==> src/rtl/uart_kbd_rx.sv <==
// UART keyboard receiver: deserialises frames, buffers bytes in a FIFO and presents LC-3 KBSR/KBDR.
// Define KBD_PARITY_EN for 8E1 frames with parity checking (kbsr[11]); otherwise frames are 8N1.
//
// state | meaning
// IDLE  | line idle, waiting for a synchronised low
// START | confirming the start bit at mid-bit
// DATA  | shifting in 8 data bits, LSB first
// PAR   | sampling the even-parity bit (KBD_PARITY_EN only)
// STOP  | sampling the stop bit; queue the byte or flag ferr
module uart_kbd_rx #(
  parameter int CLK_HZ     = 100000000,
  parameter int BAUD       = 9600,
  parameter int FIFO_DEPTH = 4
) (
  input  logic        clk,
  input  logic        rst_n,
  input  logic        rxd,
  input  logic        rd_kbdr,
  input  logic        wr_kbsr,
  input  logic [15:0] wr_data,
  output logic [15:0] kbsr,
  output logic [15:0] kbdr,
  output logic        int_req
);

  localparam int DIV_RAW = CLK_HZ / (BAUD * 16);
  localparam int DIV     = (DIV_RAW < 1) ? 1 : DIV_RAW;
  localparam int DIV_W   = (DIV > 1) ? $clog2(DIV) : 1;
  localparam int PTR_W   = $clog2(FIFO_DEPTH);
  localparam int CNT_W   = PTR_W + 1;
  localparam logic [DIV_W-1:0] DIV_LAST = DIV_W'(DIV - 1);
  localparam logic [CNT_W-1:0] CNT_FULL = CNT_W'(FIFO_DEPTH);

`ifdef KBD_PARITY_EN
  typedef enum logic [2:0] {IDLE, START, DATA, PAR, STOP} state_t;
`else
  typedef enum logic [2:0] {IDLE, START, DATA, STOP} state_t;
`endif

  state_t           state;
  logic             rxd_meta, rxd_s;
  logic [DIV_W-1:0] div_cnt;
  logic [3:0]       smp_cnt;
  logic [2:0]       bit_cnt;
  logic [7:0]       shreg;
  logic             push_req;
  logic [7:0]       push_byte;
  logic             ferr_set, perr_set, par_bad;
  logic             tick, sample;

  logic [7:0]       mem [FIFO_DEPTH];
  logic [PTR_W-1:0] wr_ptr, rd_ptr;
  logic [CNT_W-1:0] count;
  logic             empty, full, do_push, do_pop, ovr_set;
  logic             ie, ovr, ferr, perr;

  assign tick    = (div_cnt == '0);
  assign sample  = (state != IDLE) && tick && (smp_cnt == 4'd0);
  assign empty   = (count == '0);
  assign full    = (count == CNT_FULL);
  assign do_pop  = rd_kbdr && !empty;
  assign do_push = push_req && (!full || do_pop);
  assign ovr_set = push_req && full && !do_pop;

  always_ff @(posedge clk) begin
    if (!rst_n) begin
      rxd_meta <= 1'b1;
      rxd_s    <= 1'b1;
    end else begin
      rxd_meta <= rxd;
      rxd_s    <= rxd_meta;
    end
  end

  // smp_cnt is a down-counter: 8 ticks to the start-bit centre, then 16 per bit.
  always_ff @(posedge clk) begin
    if (!rst_n) begin
      state     <= IDLE;
      div_cnt   <= DIV_LAST;
      smp_cnt   <= 4'd0;
      bit_cnt   <= 3'd0;
      shreg     <= 8'h00;
      push_req  <= 1'b0;
      push_byte <= 8'h00;
      ferr_set  <= 1'b0;
      perr_set  <= 1'b0;
      par_bad   <= 1'b0;
    end else begin
      push_req <= 1'b0;
      ferr_set <= 1'b0;
      perr_set <= 1'b0;
      if (state == IDLE || tick) div_cnt <= DIV_LAST;
      else                       div_cnt <= div_cnt - DIV_W'(1);
      if (state != IDLE && tick)
        smp_cnt <= (smp_cnt == 4'd0) ? 4'd15 : smp_cnt - 4'd1;
      case (state)
        IDLE: begin
          if (!rxd_s) begin
            state   <= START;
            smp_cnt <= 4'd7;
            par_bad <= 1'b0;
          end
        end
        START: begin
          if (sample) begin
            state   <= rxd_s ? IDLE : DATA;
            bit_cnt <= 3'd7;
          end
        end
        DATA: begin
          if (sample) begin
            shreg   <= {rxd_s, shreg[7:1]};
            bit_cnt <= bit_cnt - 3'd1;
`ifdef KBD_PARITY_EN
            if (bit_cnt == 3'd0) state <= PAR;
`else
            if (bit_cnt == 3'd0) state <= STOP;
`endif
          end
        end
`ifdef KBD_PARITY_EN
        PAR: begin
          if (sample) begin
            par_bad  <= ^{shreg, rxd_s};
            perr_set <= ^{shreg, rxd_s};
            state    <= STOP;
          end
        end
`endif
        STOP: begin
          if (sample) begin
            state <= IDLE;
            if (!rxd_s) begin
              ferr_set <= 1'b1;
            end else if (!par_bad) begin
              push_req  <= 1'b1;
              push_byte <= shreg;
            end
          end
        end
        default: state <= IDLE;
      endcase
    end
  end

  always_ff @(posedge clk) begin
    if (do_push) mem[wr_ptr] <= push_byte;
  end

  // Error sets are applied after the W1C clears so that a set in the same clk wins.
  always_ff @(posedge clk) begin
    if (!rst_n) begin
      ie     <= 1'b0;
      ovr    <= 1'b0;
      ferr   <= 1'b0;
      perr   <= 1'b0;
      wr_ptr <= '0;
      rd_ptr <= '0;
      count  <= '0;
    end else begin
      if (wr_kbsr) begin
        ie <= wr_data[14];
        if (wr_data[13]) ovr  <= 1'b0;
        if (wr_data[12]) ferr <= 1'b0;
`ifdef KBD_PARITY_EN
        if (wr_data[11]) perr <= 1'b0;
`endif
      end
      if (ovr_set)  ovr  <= 1'b1;
      if (ferr_set) ferr <= 1'b1;
      if (perr_set) perr <= 1'b1;
      if (do_push) wr_ptr <= wr_ptr + PTR_W'(1);
      if (do_pop)  rd_ptr <= rd_ptr + PTR_W'(1);
      if (do_push && !do_pop)      count <= count + CNT_W'(1);
      else if (do_pop && !do_push) count <= count - CNT_W'(1);
    end
  end

  always_ff @(posedge clk) begin
    if (!rst_n) begin
      kbsr    <= 16'h0000;
      kbdr    <= 16'h0000;
      int_req <= 1'b0;
    end else begin
      kbsr    <= {!empty, ie, ovr, ferr, perr, 11'b0};
      kbdr    <= empty ? 16'h0000 : {8'h00, mem[rd_ptr]};
      int_req <= kbsr[14] & kbsr[15];
    end
  end

endmodule
==> config.mk <==
export PLATFORM = sky130hd
export DESIGN_NAME = uart_kbd_rx
export DESIGN_NICKNAME = d
export VERILOG_FILES = /design/src/rtl/uart_kbd_rx.sv
export SDC_FILE = /design/constraint.sdc
export NUM_CORES = 1
export LEC_CHECK = 0
export BUFFER_PORTS_ARGS = -buffer_cell sky130_fd_sc_hd__clkbuf_2
export CAP_MARGIN = 20
export CELL_PAD_IN_SITES_DETAIL_PLACEMENT = 0
export CELL_PAD_IN_SITES_GLOBAL_PLACEMENT = 1
export CORE_MARGIN = 1
export CORE_UTILIZATION = 44
export DETAILED_ROUTE_END_ITERATION = 12
export PLACE_DENSITY_LB_ADDON = 0.1
export SYNTH_ARGS = -nofsm -noshare
export SYNTH_HDL_FRONTEND = slang
export SYNTH_SLANG_ARGS = --single-unit
==> constraint.sdc <==
create_clock -name clk -period 6.39 [get_ports clk]
set_input_delay 0.3195 -clock clk [delete_from_list [all_inputs] [get_ports clk]]
set_output_delay 0.3195 -clock clk [all_outputs]
set_load 0.02 [all_outputs]
==> results of run 1 <==
-- cells by family after synthesis --
group,after synthesis,synth area share
muxes,28,0.0990
AOI/OAI and AO/OA,21,0.0378
other,1,0.000976
xor gates and xnor gates,11,0.0251
and+or+nand+nor,109,0.157
buffers and inverters,48,0.0694
adders and majority gates,11,0.0378
DFF,94,0.573
-- area by class of cell --
type | instances | area share
Sequential cell | 94 | 0.534
Multi-Input combinational cell | 200 | 0.350
Tap cell | 105 | 0.0319
Clock buffer | 9 | 0.0301
Timing Repair Buffer | 20 | 0.0243
Clock inverter | 7 | 0.0152
Inverter | 15 | 0.0137
-- registers in the layout (all words and copies together) (netlist names), 2 cells and up --
| register | cells |
|---|---|
| bit_cnt | 3 |
| count | 3 |
| div_cnt | 10 |
| kbdr | 8 |
| kbsr | 4 |
| mem | 32 |
| push_byte | 8 |
| rd_ptr | 2 |
| shreg | 8 |
| smp_cnt | 4 |
| state | 2 |
| wr_ptr | 2 |
-- final timing paths --
path	cells past startpoint	slack, ns	to	startpoint
min reg2reg	1	0.42	rxd_s$_SDFF_PN1_	rxd_meta$_SDFF_PN1_
max	8	4.00	count[2]$_SDFFE_PN0P_	count[0]$_SDFFE_PN0P_
max reg2reg	8	4.00	count[2]$_SDFFE_PN0P_	count[0]$_SDFFE_PN0P_
min	2	0.15	rxd_meta$_SDFF_PN1_	rxd
-- power by group through the flow --
stage	clock, mW	sequential [mW]	combinational, mW
after global routing	0.412	0.620	0.0387
after detailed placement	0	0.633	0.0349
after CTS	0.385	0.619	0.0350
after floorplan	0	0.632	0.0371
after global placement	0	0.633	0.0345
final	0.369	0.619	0.0345
-- cells in the final DEF, fill, tap and decap left out, types with 6 or more instances in the layout --
| cell | n |
|---|---|
| sky130_fd_sc_hd__clkbuf_8 | 9 |
| sky130_fd_sc_hd__and2_1 | 8 |
| sky130_fd_sc_hd__nand3_1 | 7 |
| sky130_fd_sc_hd__a21oi_1 | 6 |
| sky130_fd_sc_hd__mux4_2 | 8 |
| sky130_fd_sc_hd__xor2_1 | 7 |
| sky130_fd_sc_hd__nand2_1 | 29 |
| sky130_fd_sc_hd__mux2i_1 | 20 |
| sky130_fd_sc_hd__inv_1 | 13 |
| sky130_fd_sc_hd__nor3_1 | 7 |
| sky130_fd_sc_hd__clkbuf_2 | 20 |
| sky130_fd_sc_hd__conb_1 | 20 |
| sky130_fd_sc_hd__edfxtp_1 | 32 |
| sky130_fd_sc_hd__and3_1 | 10 |
| sky130_fd_sc_hd__ha_1 | 10 |
| sky130_fd_sc_hd__dfxtp_1 | 62 |
| sky130_fd_sc_hd__nor2_1 | 25 |
-- per-layer routing --
metal	track usage	vias to the layer above	wire length, µm
li1	-	1127	-
met1	0.185	1025	2950
met2	0.230	36	2710
met3	0.0359	4	181
met4	0.0634	0	56
met5	0	-	0
-- through the flow --
| step | instances | utilization |
|---|---|---|
| floorplan | 342 | - |
| global placement | 434 | 0.472 |
| detailed placement | 434 | 0.472 |
| CTS | 450 | 0.494 |
| global route | 450 | 0.494 |
| finish | 450 | 0.494 |
-- worst register-to-register path, cell delays in order, from the launching register on --
cell                      delay (ns)
sky130_fd_sc_hd__dfxtp_1        0.36
sky130_fd_sc_hd__or3_1          0.56
sky130_fd_sc_hd__nand2_1        0.18
sky130_fd_sc_hd__ha_1           0.19
sky130_fd_sc_hd__inv_1          0.06
sky130_fd_sc_hd__fa_1           0.37
sky130_fd_sc_hd__xor2_1         0.15
sky130_fd_sc_hd__or3_1          0.30
sky130_fd_sc_hd__a21oi_1        0.14
==> impl_results.md, run 1 <==
- Weighted congestion reported at the end of routability-driven placement: 0.715
- Post-synth design cell area: 3840 µm²
- Peak clock frequency supported by timing: 418 MHz
- Final setup skew: approximately 0.014 ns
- Post-synth cell types: 48
- Max-cap violation count: 0
- Relative slew slack: 0.498
- Placed instance area: 3930 µm²
- Ant. Diodes: 0
- Dpl ws: 3.98 ns
- Total negative slack for setup checks: 0 ns
- Capturing element type of the critical path: register
- RSZ-0062 raised after global routing: no
- Count of H-tree levels built during CTS: 3
- Net switching power of the design: 0.249 mW
- Layout cells sized above 1: 0.157
- Final critical path time including I/O delays and setup: 2.39 ns
- Remaining DRCs: 0
- Post-route worst hold slack: 0.146 ns
- Synth Flop Type: sky130_fd_sc_hd__dfxtp_1
- Arrival time reported for the critical path endpoint: 2.66 ns
- Post-CTS setup repair buffer count: 0
- Power share of the combinational group: 0.034
- Clock root buffer master: sky130_fd_sc_hd__clkbuf_8
- Area fraction of the dominant cell type after synthesis: 0.323
- Layout overhead on the synthesized area: 7.26%
- Total Power Consumption: 1.02 mW
- Count of flip-flops with a built-in enable after synthesis: 32
- Period Utilization, post-route: 0.374
- Number of violations reported at the end of detailed-routing iteration 0: 53
- Core Rows: 33
- Register area: around 2200 µm²
- Average vias per placed instance: approximately 4.9
- Largest fanout on the critical path: 11
- First-pass GRT wire length: 9720 µm
- Final WS setup: 4.00 ns
- Maximum number of pins on one net before global-route repair: 40
- Maximum resistive drop on vdd: 0.110 mV
- Delay of the slowest critical-path stage: 0.56 ns
- Non-Filler Cell Area, Final: 4120 µm²
- Critical Path Slowest Stage Cell: sky130_fd_sc_hd__or3_1
- Remaining Overflow, GRT: 0
- Ranking of synthesized cells by instance count: sky130_fd_sc_hd__dfxtp_1 (62), sky130_fd_sc_hd__edfxtp_1 (32), sky130_fd_sc_hd__nand2_1 (29)
- Horiz. Die Dim: roughly 95 µm
- Final Max Slew Viols: 0
- Clock net sink count: 94
- Area used by multi-input combinational logic: 1440 µm²
- Dominant delay contributor by cell family on the critical path: simple AND/OR/NAND/NOR gates
- Share of power burned in the clock network: 0.361
- Global router's overall resource usage: 0.144
- Main area contributors after synthesis: sky130_fd_sc_hd__dfxtp_1 (32%), sky130_fd_sc_hd__edfxtp_1 (25%), sky130_fd_sc_hd__mux2i_1 (5.2%), sky130_fd_sc_hd__mux4_2 (4.7%), sky130_fd_sc_hd__buf_4 (3.9%)
- Register clock-pin slew on the reported worst setup and hold paths: 0.09 ns
- Boundary Pins: between 50 and 60
- Post-detailed-placement half-perimeter wirelength: 3910 µm
- Routed Wire Length: 5900 µm
- Sequential share of power: 0.605
- Worst hold path type: in -> reg
- Most common cell type on the critical path: sky130_fd_sc_hd__or3_1
- Count of mapped cells out of synthesis: 323
- Fraction of registers with async set/reset: 0
- CTS buffer count: 9
- Most numerous cell in the Yosys netlist: sky130_fd_sc_hd__dfxtp_1
- Filler cell count in the final layout: 801
- Critical Path Source Type: register
- Tightest Pin Transition: roughly 0.75 ns
- Total of cells resized after clock tree synthesis: 0
- Avg Inst Size Synth: approximately 12 µm²
- Required time of the critical path: ~6.7 ns
- TritonCTS clock tree: built
- Routed WL per cell: 13.1 µm
- Leakage power: 1.64 nW
- Initial antenna violation count: 0
- Skew-Pair Late Insertion Delay: about 0.35 ns
- Sum of buffers and inverters on the critical path: 1
- Outcome: complete, no violations
- Switching part of the total power: 0.243
- Setup-failing EPs final: 0
- Die area: ~9000 µm²
- Post-synthesis sequential area ratio: 0.573
- Total of flip-flops plus latches after synthesis: 94
- Core Box Area: 8340 µm²
- Count of buffers inserted at the top-level ports: 20
- Startpoint-to-endpoint class of the critical path: reg -> reg
- DR pass1 iterations: 4
- Total number of yosys warnings: 0
- Area leader, netlist: sky130_fd_sc_hd__dfxtp_1
- Antenna Nets Post-Route: 0
- Effective utilization at floorplan: 0.461
- Crit path cell chain: or3_1 -> nand2_1 -> ha_1 -> inv_1 -> fa_1 -> xor2_1 -> or3_1 -> a21oi_1
- Via count of the first global-routing pass: 2,074
- Via count of the routed design: 2,192
- Power density over the cells: 248 nW/µm²
- Die Ht: 95.4 µm
- Hold buffer count at CTS: 0
- Buffer depth of the longest clock path: 2
- Final hold violation count: 0
- Final nets: between 300 and 400
- Cell-internal power: 0.774 mW
No activity file was read; power rests on OpenSTA's default activity.
==> inputs of run 2 (changes only) <==
--- a/config.mk
+++ b/config.mk
@@ -10,7 +10,7 @@
 export CELL_PAD_IN_SITES_DETAIL_PLACEMENT = 0
 export CELL_PAD_IN_SITES_GLOBAL_PLACEMENT = 1
 export CORE_MARGIN = 1
-export CORE_UTILIZATION = 44
+export CORE_UTILIZATION = 41
 export DETAILED_ROUTE_END_ITERATION = 12
 export PLACE_DENSITY_LB_ADDON = 0.1
 export SYNTH_ARGS = -nofsm -noshare
==> constraint.sdc (replaced) <==
create_clock -name clk -period 1.9 [get_ports clk]
set_input_delay 0.095 -clock clk [delete_from_list [all_inputs] [get_ports clk]]
set_output_delay 0.095 -clock clk [all_outputs]
set_load 0.02 [all_outputs]
==> impl_results.md, run 2 (same netlist as run 1, synthesis figures left out) <==
- Count of H-tree levels built during CTS: 3
- Arrival time reported for the critical path endpoint: around 2.3 ns
- Remaining Overflow, GRT: 0
- Filler cell count in the final layout: 848
- Non-Filler Cell Area, Final: 4390 µm²
- Startpoint-to-endpoint class of the critical path: reg -> reg
- Weighted congestion reported at the end of routability-driven placement: between 0.7 and 0.8
- Most frequent cells in the layout: sky130_fd_sc_hd__dfxtp_1 (59), sky130_fd_sc_hd__edfxtp_1 (32), sky130_fd_sc_hd__nand2_1 (28)
- Final nets: 396
- Buffer depth of the longest clock path: 2
- Met1 Routed Length: ~3000 µm
- Final setup skew: 0.0105 ns
- Final Max Slew Viols: 0
- Placed instance area: between 4000 and 5000 µm²
- Hold path startpoint: wr_kbsr
- Critical Path Source Type: register
- Capturing element type of the critical path: register
- Peak clock frequency supported by timing: 508 MHz
- Average vias per placed instance: 4.86
- Setup-failing EPs final: 1
- Via count of the routed design: 2,318
- Layout cells sized above 1: 0.238
- Power density over the cells: 806 nW/µm²
- Layout overhead on the synthesized area: 14.4%
- Effective utilization at floorplan: 0.432
- Boundary Pins: 54
- CTS buffer count: 9
- Outcome: complete, but fails checks
- Start of the worst register-to-register path: count[2]$_SDFFE_PN0P_
- Post-detailed-placement half-perimeter wirelength: ~4200 µm
- Leakage power: 1.79 nW
- Register clock-pin slew on the reported worst setup and hold paths: roughly 0.1 ns
- Register containing the most flip-flops in the final layout: mem
- Maximum resistive drop on vdd: between 0.3 and 0.4 mV
- Final critical path time including I/O delays and setup: 1.97 ns
- Met3 routed wirelength: approximately 180 µm
- Final hold violation count: 0
- Worst setup startpoint: count[2]$_SDFFE_PN0P_
- Die area: between 9000 and 10,000 µm²
- TritonCTS clock tree: built
- Remaining DRCs: 0
- Most common cell after layout, fill and taps aside: sky130_fd_sc_hd__dfxtp_1
- Post-route worst hold slack: 0.0178 ns
- Final WS setup: -0.0696 ns
- Number of instances in the placed design: 455
- Skew-Pair Late Insertion Delay: 0.37 ns
- Clock root buffer master: sky130_fd_sc_hd__clkbuf_8
- Antenna Nets Post-Route: 0
- First-pass GRT wire length: between 10,000 and 15,000 µm
- Clock net sink count: 94
- Top Layer Used: met4
- Largest fanout on the critical path: 3
- Max reg flops: 32
- RSZ-0062 raised after global routing: yes
- DR pass1 iterations: 4
- Count of buffers inserted at the top-level ports: 20
- Max-cap violation count: 0
- Die Ht: 98.8 µm
- Via count of the first global-routing pass: 2,205
- Global router's overall resource usage: 0.140
- Routed Wire Length: 6260 µm
- Required time of the critical path: 2.20 ns
- Routed WL per cell: 13.1 µm
- Initial antenna violation count: 0
- Core Rows: 34
- Horiz. Die Dim: 98.8 µm
- Worst hold path type: in -> reg
- Final core utilization: 0.494
- Core Box Area: 8890 µm²
- Met2 routed WL: ~3000 µm
- Ant. Diodes: 0
- Violated checks: negative setup slack
- Biggest registers after layout: mem: 32 flops, div_cnt: 10 flops
- Number of violations reported at the end of detailed-routing iteration 0: 58
- Finished Layout Cells: between 400 and 500
- Period Utilization, post-route: 1.04
- Maximum number of pins on one net before global-route repair: 26
## run 2: changes by cell type in the layout (fill, tap and decap cells not counted), moves of 2 or more
cell,before,now
sky130_fd_sc_hd__dfxtp_1,62,59
sky130_fd_sc_hd__inv_8,1,3
sky130_fd_sc_hd__buf_4,0,20
sky130_fd_sc_hd__dfxtp_2,0,3
sky130_fd_sc_hd__dlygate4sd3_1,0,2
## run 2: metrics by stage
stage	TNS [ns]	power (mW)	worst slack [ns]
finish	-0.0696	3.54	-0.0696
global route	-0.121	3.67	-0.121
CTS	-0.144	3.59	-0.136
detailed placement	-0.267	2.25	-0.156
global placement	-0.0919	2.25	-0.0629
floorplan	-0.0334	2.25	-0.0334
## run 2: final timing paths
check	cells past startpoint	endpoint	slack, ns
max	8	count[2]$_SDFFE_PN0P_	-0.07
min	3	ie$_SDFFE_PN0P_	0.02
max reg2reg	8	count[2]$_SDFFE_PN0P_	-0.07
min reg2reg	1	rxd_s$_SDFF_PN1_	0.42
## run 2: cell type report
type                            count  area (µm²)  area share
Timing Repair Buffer               44         302      0.0686
Sequential cell                    94        2210       0.502
Tap cell                          108         135      0.0308
Clock buffer                        9         124      0.0282
Multi-Input combinational cell    200        1500       0.340
Clock inverter                      7        76.3      0.0174
Inverter                           15        56.3      0.0128
## run 2: routing by layer
layer / global-route usage / up-vias
li1: - / 1173
met1: 0.177 / 1104
met2: 0.226 / 35
met3: 0.0319 / 6
met4: 0.0723 / 0
met5: 0 / -
## run 2: repair_timing
action / in CTS / in global routing
resized for setup: 2 / 11
endpoints found under the hold margin: 2 / 0
pin swaps: 0 / 5
buffers inserted: 0 / 4
hold buffers: 2 / 0
endpoints found under the setup margin: 2 / 5
## run 2: critical path, cell delays in order, from the launching register on
cell and delay, ns:
sky130_fd_sc_hd__dfxtp_2 0.34, sky130_fd_sc_hd__or3_4 0.40, sky130_fd_sc_hd__nand2_4 0.08, sky130_fd_sc_hd__ha_4 0.14, sky130_fd_sc_hd__inv_2 0.03, sky130_fd_sc_hd__fa_2 0.32
sky130_fd_sc_hd__xor2_1 0.15, sky130_fd_sc_hd__or3_1 0.32, sky130_fd_sc_hd__a21oi_2 0.12
## run 2: where the power goes
part	internal [mW]	switching (mW)	leakage [nW]
Combinational	0.0373	0.0956	0.809
Sequential	2.07	0.00723	0.875
Clock	0.526	0.804	0.103
Total	2.64	0.907	1.79
==> inputs of run 3 (changes only) <==
--- a/config.mk
+++ b/config.mk
@@ -5,13 +5,15 @@
 export SDC_FILE = /design/constraint.sdc
 export NUM_CORES = 1
 export LEC_CHECK = 0
+export ABC_AREA = 1
 export BUFFER_PORTS_ARGS = -buffer_cell sky130_fd_sc_hd__clkbuf_2
 export CAP_MARGIN = 20
 export CELL_PAD_IN_SITES_DETAIL_PLACEMENT = 0
 export CELL_PAD_IN_SITES_GLOBAL_PLACEMENT = 1
 export CORE_MARGIN = 1
-export CORE_UTILIZATION = 41
+export CORE_UTILIZATION = 39
 export DETAILED_ROUTE_END_ITERATION = 12
+export GPL_ROUTABILITY_DRIVEN = 0
 export PLACE_DENSITY_LB_ADDON = 0.1
 export SYNTH_ARGS = -nofsm -noshare
 export SYNTH_HDL_FRONTEND = slang
==> impl_results.md, run 3 <==
- Cell-internal power: 2.84 mW
- Layout cells sized above 1: 0.138
- Post-CTS setup repair buffer count: 0
- Core Box Area: about 9900 µm²
- Max reg flops: 32
- Core Rows: 36
- Global router's overall resource usage: 0.146
- Clock net sink count: 94
- Placed instance area: 4190 µm²
- Period Utilization, post-route: 0.927
- Ant. Diodes: 0
- Final core utilization: 0.450
- First-pass GRT wire length: approximately 12,000 µm
- Most numerous cell in the Yosys netlist: sky130_fd_sc_hd__nor2_1
- Register area: 2210 µm²
- Register clock-pin slew on the reported worst setup and hold paths: 0.11 ns
- Filler cell count in the final layout: 965
- Total number of yosys warnings: 0
- Buffer depth of the longest clock path: 2
- Post-synthesis sequential area ratio: 0.550
- Net switching power of the design: 1.21 mW
- Max-cap violation count: 0
- DR pass1 iterations: 4
- Final hold violation count: 0
- Area leader, netlist: sky130_fd_sc_hd__dfxtp_1
- Ranking of synthesized cells by instance count: sky130_fd_sc_hd__nor2_1 (96), sky130_fd_sc_hd__nand2_1 (75), sky130_fd_sc_hd__dfxtp_1 (62)
- Main area contributors after synthesis: sky130_fd_sc_hd__dfxtp_1 (31%), sky130_fd_sc_hd__edfxtp_1 (24%), sky130_fd_sc_hd__nor2_1 (9.0%), sky130_fd_sc_hd__nand2_1 (7.0%), sky130_fd_sc_hd__inv_1 (5.0%)
- Worst reg2reg path depth: 10
- Boundary Pins: 54
- Leakage power: around 2 nW
- Largest fanout on the critical path: 3
- Most frequent cells in the layout: sky130_fd_sc_hd__nor2_1 (95), sky130_fd_sc_hd__nand2_1 (75), sky130_fd_sc_hd__dfxtp_1 (60)
- Antenna Nets Post-Route: 0
- Post-detailed-placement half-perimeter wirelength: 4420 µm
- Horiz. Die Dim: around 100 µm
- Hold Path Stages: 4
- Switching part of the total power: 0.299
- Count of buffers inserted at the top-level ports: 20
- Peak clock frequency supported by timing: 568 MHz
- Clock root buffer master: sky130_fd_sc_hd__clkbuf_8
- Most common cell after layout, fill and taps aside: sky130_fd_sc_hd__nor2_1
- RSZ-0062 raised after global routing: yes
- Biggest registers after layout: mem: 32 flops, div_cnt: 10 flops
- Count of flip-flops with a built-in enable after synthesis: 32
- Remaining Overflow, GRT: 0
- Power share of the combinational group: 0.138
- Power density over the cells: 914 nW/µm²
- Maximum number of pins on one net before global-route repair: 39
- Setup-failing EPs final: 0
- Routed WL per cell: roughly 11 µm
- Effective utilization at floorplan: 0.406
- Area used by multi-input combinational logic: between 1000 and 1500 µm²
- Number of violations reported at the end of detailed-routing iteration 0: 85
- Register containing the most flip-flops in the final layout: mem
- Non-Filler Cell Area, Final: 4440 µm²
- Post-synth design cell area: 4000 µm²
- Sequential share of power: 0.538
- Final nets: 521
- Startpoint-to-endpoint class of the critical path: reg -> reg
- Final critical path time including I/O delays and setup: 1.76 ns
- Die area: about 11,000 µm²
- Outcome: complete, no violations
- Share of power burned in the clock network: 0.324
- Count of mapped cells out of synthesis: 457
- Routed Wire Length: around 7000 µm
- Via count of the first global-routing pass: 2,540
- Via count of the routed design: 2,708
- Final Max Slew Viols: 0
- Arrival time reported for the critical path endpoint: 2.02 ns
- CTS buffer count: 9
- Required time of the critical path: 2.16 ns
- Critical Path Source Type: register
- Post-synth cell types: 32
- Remaining DRCs: 0
- Count of H-tree levels built during CTS: 3
- Final setup skew: 0.0212 ns
- Worst hold path type: in -> reg
- Average vias per placed instance: 4.32
- Total Power Consumption: 4.06 mW
- Initial antenna violation count: 0
- Total negative slack for setup checks: 0 ns
- Total of flip-flops plus latches after synthesis: 94
- Die Ht: a little over 100 µm
- Synth Flop Type: sky130_fd_sc_hd__dfxtp_1
- TritonCTS clock tree: built
- Maximum resistive drop on vdd: roughly 0.34 mV
- Skew-Pair Late Insertion Delay: 0.37 ns
- Layout overhead on the synthesized area: 10.9%
- Fraction of registers with async set/reset: 0
- Capturing element type of the critical path: register
- Area fraction of the dominant cell type after synthesis: 0.310
- Avg Inst Size Synth: 8.76 µm²
[run 3: cell type report]
type	count	share of cell area
Sequential cell	94	0.498
Tap cell	133	0.0375
Multi-Input combinational cell	296	0.327
Timing Repair Buffer	32	0.0446
Inverter	56	0.0474
Clock inverter	7	0.0181
Clock buffer	9	0.0279
[run 3: worst paths after layout]
path	from	endpoint	slack (ns)
worst min-delay path	wr_data[13]	ovr$_SDFFE_PN0P_	0.04
worst min register to register	div_cnt[0]$_SDFF_PP0_	div_cnt[0]$_SDFF_PP0_	0.42
worst max-delay path	count[1]$_SDFFE_PN0P_	count[2]$_SDFFE_PN0P_	0.14
worst max register to register	count[1]$_SDFFE_PN0P_	count[2]$_SDFFE_PN0P_	0.14
[run 3: cell families (layout without fill, tap and decap cells)]
group | after synthesis | in the layout | share of synthesized area
AND/OR/NAND/NOR | 206 | 206 | 0.228
buffers and inverters | 86 | 104 | 0.107
AO/OA/AOI/OAI | 56 | 56 | 0.0707
flip-flops | 94 | 94 | 0.550
XOR/XNOR | 3 | 3 | 0.00657
adder cells (fa/ha/maj) | 11 | 11 | 0.0363
other | 1 | 20 | 0.000937
[run 3: critical path, cell delays in order (launching register included)]
cell                      delay (ns)
sky130_fd_sc_hd__dfxtp_4        0.38
sky130_fd_sc_hd__nor2_4         0.12
sky130_fd_sc_hd__a21oi_1        0.09
sky130_fd_sc_hd__inv_1          0.08
sky130_fd_sc_hd__ha_1           0.14
sky130_fd_sc_hd__inv_1          0.07
sky130_fd_sc_hd__fa_1           0.38
sky130_fd_sc_hd__a21oi_1        0.14
sky130_fd_sc_hd__o21ai_1        0.09
sky130_fd_sc_hd__o21ai_1        0.12
sky130_fd_sc_hd__a21oi_1        0.05
[run 3: power by group through the flow]
stage	clock, mW	combinational [mW]	sequential (mW)
after global routing	1.44	0.649	2.19
after global placement	0	0.550	2.21
after floorplan	0	0.403	2.25
after detailed placement	0	0.557	2.22
final	1.31	0.560	2.18
after CTS	1.38	0.564	2.17
[run 3: metal layers]
layer / vias up / share of wire / GRT usage / wire length [µm]
met5: - / 0 / 0 / 0
met3: 9 / 0.022 / 0.0376 / 147
met4: 0 / 0.017 / 0.0639 / 114
met1: 1207 / 0.48 / 0.169 / 3250
li1: 1463 / - / - / -
met2: 29 / 0.49 / 0.255 / 3320
[run 3: stage by stage]
stage / setup slack (ns) / hold WS (ns) / std cells
after detailed placement: 0.0347 / 0.291 / 608
final: 0.139 / 0.0421 / 627
after global routing: -0.00456 / 0.0490 / 627
after floorplan: 0.0763 / 0.190 / 476
after CTS: 0.0126 / 0.0210 / 627
after global placement: 0.0497 / 0.283 / 608
[run 3: what timing repair did]
| item | 4_1_cts | 5_1_grt |
|---|---|---|
| endpoints found under the hold margin | 2 | 0 |
| resized for setup | 0 | 7 |
| hold buffers | 3 | 0 |
| setup endpoints to repair | 0 | 2 |
